## config.mk

```make
export PLATFORM = sky130hd
export DESIGN_NAME = dispatch_buf
export DESIGN_NICKNAME = d
export VERILOG_FILES = /design/src/rtl/dispatch_buf.sv
export SDC_FILE = /design/constraint.sdc
export NUM_CORES = 1
export LEC_CHECK = 0
export ABC_CLOCK_PERIOD_IN_PS = 11900
export BUFFER_PORTS_ARGS = -buffer_cell sky130_fd_sc_hd__buf_2
export CORE_ASPECT_RATIO = 2
export CORE_MARGIN = 8
export CORE_UTILIZATION = 35
export DETAILED_ROUTE_END_ITERATION = 12
export SETUP_SLACK_MARGIN = 0.02
export SLEW_MARGIN = 20
export SYNTH_ARGS = -nofsm -noshare
export SYNTH_HDL_FRONTEND = slang
export SYNTH_SLANG_ARGS = --single-unit
```

## constraint.sdc

```tcl
create_clock -name clock -period 11.9 [get_ports clock]
set_input_delay 2.975 -clock clock [delete_from_list [all_inputs] [get_ports clock]]
set_output_delay 2.975 -clock clock [all_outputs]
set_load 0.1 [all_outputs]
```

## src/rtl/dispatch_buf.sv

```systemverilog
// Dispatch holding buffer: captures one compacted decode bundle and
// releases its oldest entries as ROB/IQ credits allow.
module dispatch_buf #(
   parameter int WIDTH   = 4,
   parameter int ENTRY_W = 64,
   parameter int CW      = $clog2(WIDTH + 1)
) (
   input  logic                            clock,
   input  logic                            reset,
   input  logic                            flush,
   input  logic [WIDTH-1:0]                in_valid,
   input  logic [WIDTH-1:0][ENTRY_W-1:0]   in_entry,
   output logic                            in_ready,
   input  logic [CW-1:0]                   rob_free,
   input  logic [CW-1:0]                   iq_free,
   output logic [CW-1:0]                   out_count,
   output logic [WIDTH-1:0]                out_valid,
   output logic [WIDTH-1:0][ENTRY_W-1:0]   out_entry,
   output logic                            reserve,
   output logic [31:0]                     stall_cycles
);

   typedef enum logic {EMPTY, HOLD} state_t;

   localparam logic [CW-1:0] WMAX = CW'(WIDTH);

   state_t             state;
   logic [CW-1:0]      hc;
   logic [CW-1:0]      cnt;
   logic [CW-1:0]      cap_n;
   logic               capture;
   logic [ENTRY_W-1:0] ent [WIDTH];
   logic [ENTRY_W-1:0] shf [WIDTH];
   logic [ENTRY_W-1:0] cap [WIDTH];
   int                 n;

   always_comb begin
      cnt = hc;
      if (rob_free < cnt) cnt = rob_free;
      if (iq_free < cnt) cnt = iq_free;
      if (flush || reset) cnt = '0;
   end

   assign out_count = cnt;
   assign reserve   = (cnt != '0);
   assign in_ready  = !flush && !reset && (cnt == hc);
   assign capture   = in_ready && (in_valid != '0);

   always_comb begin
      out_valid = '0;
      out_entry = '0;
      for (int k = 0; k < WIDTH; k++) begin
         out_valid[k] = (k < int'(cnt));
         out_entry[k] = ent[k];
      end
   end

   // Survivors slide down by the number dispatched this cycle.
   always_comb begin
      for (int k = 0; k < WIDTH; k++) shf[k] = ent[k];
      for (int k = 0; k < WIDTH; k++)
         for (int j = 0; j < WIDTH; j++)
            if (j == k + int'(cnt)) shf[k] = ent[j];
   end

   // Sparse valid lanes pack into slots 0..n-1 in lane order.
   always_comb begin
      n = 0;
      for (int k = 0; k < WIDTH; k++) cap[k] = ent[k];
      for (int i = 0; i < WIDTH; i++) begin
         if (in_valid[i]) begin
            for (int j = 0; j < WIDTH; j++)
               if (j == n) cap[j] = in_entry[i];
            n = n + 1;
         end
      end
      cap_n = CW'(n);
   end

   always_ff @(posedge clock or posedge reset) begin
      if (reset) begin
         state        <= EMPTY;
         hc           <= '0;
         stall_cycles <= '0;
      end else if (flush) begin
         state <= EMPTY;
         hc    <= '0;
      end else begin
         if (state == HOLD && cnt < hc && stall_cycles != '1)
            stall_cycles <= stall_cycles + 32'd1;
         if (capture) begin
            hc    <= cap_n;
            state <= HOLD;
         end else begin
            hc    <= hc - cnt;
            state <= (hc == cnt) ? EMPTY : HOLD;
         end
      end
   end

   always_ff @(posedge clock) begin
      for (int k = 0; k < WIDTH; k++)
         ent[k] <= capture ? cap[k] : shf[k];
   end

   a_credit : assert property (@(posedge clock) disable iff (reset)
      (rob_free <= WMAX) && (iq_free <= WMAX));

endmodule
```

==> results.py <==
metrics = {
    "placed_design": {
        "place_ws_ns": 2.319,
        "dp_hpwl_um": 68230,
        "portBuffers": 565,
        "gp_congestion": 0.8600,
    },
    "cells_and_area": {
        "fillers": 6632,
        "final_layout_size_suffix_gt1_share_pct": 21.63,
        "fin_util_pct": 41.71,
        "multiInputGateArea_um2": 13070,
        "ff_latch_area_um2": 8588,
        "area_growth_pct": 18.44,
        "fin_nets": 3399,
    },
    "sta": {
        "final-max-slew-violation-count": 0,
        "setup_viol": 0,
        "tightest_slew_ns": 1.228,
        "fin_crit_sh_pct": 80.66,
        "max-slew-margin-rel_pct": 18.16,
        "finalWorstSetupSlack_ns": 2.301,
        "hold_violations": 0,
        "max_clock_freq_mhz": 104.2,
        "tns_ns": 0,
        "finalCriticalPeriod_ns": 9.599,
        "rsz0062_at_grt": "false",
        "clock_skew_ns": 0.01890,
    },
    "drt": {
        "dr.pass1.iters": 6,
        "drc": 0,
        "routed_wl_um": 106600,
        "num_vias": 25060,
        "final_antenna_net_count": 0,
        "via_per_inst": 6.234,
        "wire_per_inst_um": 26.52,
        "drt_iter0_drc": 2217,
    },
    "floorplanning": {
        "core_um2": 64580,
        "rows": 132,
        "io_pins": 566,
        "die_h_um": 376.5,
        "dieArea_um2": 73890,
        "start_util_pct": 35.22,
        "dieWidth_um": 196.3,
    },
    "worst_setup_path": {
        "crit_family": "buffers and inverters",
        "critical_path.max_stage_delay_ns": 0.48,
        "end_kind": "output port",
        "crit_buf_inv": 4,
        "critical_path.cell_chain": "buf_2, ha_1, a21oi_1, o21ai_1, mux2_1, inv_1, ha_1, o21ai_0, nand2b_1, a32oi_1, nand2_1, inv_1, ha_1, nand3_1, nor2_1, buf_2",
        "cpMostUsedCell": "ha_1",
        "start_kind": "primary input",
        "cpMaxStageDelayCell": "buf_2",
        "critical_path_class": "in -> out",
        "crit_arrival_ns": 6.62,
        "startpoint": "rob_free[2]",
        "worstPathMaxFanout": 8,
        "worstReg2RegStart": "hc[2]$_DFF_PP0_",
        "required_ns": 8.93,
    },
    "synth": {
        "ys_async_sr_fraction_pct": 12.33,
        "synth_area_leaders": "edfxtp_1 34%, a21oi_1 8.6%, o211ai_1 8.5%",
        "netlist_instances": 2764,
        "ys_types": 55,
        "ys_seq_elements": 292,
        "syn_avg_cell_area_um2": 8.228,
        "synthFlopType": "edfxtp_1",
        "seq_area_frac_synth_pct": 37.76,
        "syn_nets": 3052,
        "synth_warnings": 0,
        "synth_edf_count": 256,
        "synth_top_area_share_pct": 33.80,
        "netlist_area_um2": 22740,
        "yosys.area.top_type": "edfxtp_1",
    },
    "grt": {
        "grt-ovfl-total": 0,
        "track_usage_pct": 27.37,
        "antenna_found_initial": 22,
        "grt_pass1_vias": 24460,
        "grt_max_degree": 185,
        "grt_pass1_wl_um": 157100,
    },
    "clock_network": {
        "cts_sinks": 292,
        "post_cts_resize_count": 0,
        "cts_root_buf": "clkbuf_16",
        "clock_latency_ns": 0.61,
        "ctsHtreeMaxLevel": 1,
        "hold_buffers": 0,
        "cts_buffers": 30,
        "clockBufferDepth": 3,
        "cts_setup_buffers": 0,
        "path_clk_slew_ns": 0.07,
        "cts_tree": "done",
    },
    "status": {
        "status": "finished, final reports clean",
    },
    "hold_path": {
        "hold_path_class": "reg -> reg",
        "worstHoldStart": "stall_cycles[5]$_DFFE_PP0P_",
    },
    "pwr": {
        "irDropWorstVdd_mv": 0.2132,
        "pwr_density_cell_nw_per_um2": 293.4,
        "leakagePower_nw": 11.01,
        "p_total_w": 0.007904,
    },
    "job": {
        "maxCapViolCount": 0,
    },
}
-- worst paths after layout --
path,cells past startpoint,slack (ns),endpoint
setup / recovery,16,2.30,in_ready
hold / removal,1,0.50,stall_cycles[5]$_DFFE_PP0P_
setup reg to reg,21,5.58,ent[0][48]$_DFFE_PP_
hold reg to reg,1,0.50,stall_cycles[5]$_DFFE_PP0P_
max in group asynchronous,3,8.98,stall_cycles[23]$_DFFE_PP0P_
min in group asynchronous,2,2.26,state$_DFF_PP0_
-- where the power goes --
group | internal, W | switching [W]
sequential | 0.00171 | 0.000453
combinational | 0.00101 | 0.00373
clock | 0.000522 | 0.000468
-- sequential cells by signal, indices dropped and copies added, names as in the netlist --
register,cells
ent,256
hc,3
stall_cycles,32
state,1
-- cells in the mapped netlist (2+ instances only) --
cell type / count
xnor2_1: 26
and4_1: 3
buf_4: 2
a22oi_1: 64
edfxtp_1: 256
inv_1: 19
clkbuf_1: 195
nand2_1: 405
o211ai_1: 257
o221a_2: 4
a2bb2oi_1: 64
buf_1: 31
dfrtp_1: 36
a211oi_1: 3
a21oi_1: 390
nor3b_1: 64
buf_6: 11
nor3_1: 65
inv_2: 2
nand2b_1: 6
nand4_1: 9
xor2_1: 8
mux2i_1: 130
o221a_1: 60
nor2b_1: 3
and3_1: 10
buf_2: 43
nor2_1: 142
o21ai_0: 195
nand3_1: 214
and2_1: 6
ha_1: 18
-- final cells by class --
class / count / share of cell area (%)
multi-input cells: 2169 / 48.50
clock buffers: 38 / 3.251
flip-flops and latches: 292 / 31.88
clock inverters: 18 / 0.3809
diodes: 14 / 0.1301
inverters: 21 / 0.3251
well taps: 871 / 4.046
repair buffers: 597 / 11.48
-- kinds of logic (layout without fill, tap and decap cells) --
logic type	count (synthesis)	in the layout	synth area share, %
AO/OA/AOI/OAI	1049	1049	29.71
AND/OR/NAND/NOR	935	935	18.69
buffers and inverters	303	674	5.633
flip-flops	292	292	37.76
multiplexers	132	132	5.821
XOR/XNOR	34	34	1.309
adder cells (fa/ha/maj)	19	19	1.078
other	0	14	0
-- cell usage in the layout, fill, tap and decap left out, types with 65 or more instances in the layout --
master	count
nor2_1	142
edfxtp_1	256
buf_2	563
nand3_1	208
mux2i_1	130
o211ai_1	257
nand2_1	400
nor3_1	65
o21ai_0	194
a21oi_1	389
-- metal layers --
metal | share of wire (%) | global-route usage (%)
met1 | 36 | 31.36
met3 | 10 | 6.361
met2 | 49 | 47.13
met4 | 4.8 | 13.86
met5 | 0.071 | 0
-- stage by stage --
step,instance area [um^2],hold WS (ns),cells
final,26940,0.4960,4020
after global routing,26930,0.5248,4016
after CTS,26890,0.4973,4006
after detailed placement,25910,0.4832,3950
after global placement,25910,0.4754,3950
after floorplan,22740,0.6550,2764
-- worst reg2reg max path, delay by kind of cell (launching register included) --
kind	cells	cell delay, ns
AO/OA/AOI/OAI	4	0.82
adder cells (fa/ha/maj)	3	0.72
multiplexers	1	0.34
buffers and inverters	5	1.39
flip-flops	1	0.40
AND/OR/NAND/NOR	8	2.24
Note: power is estimated with default switching activity, not from simulation.
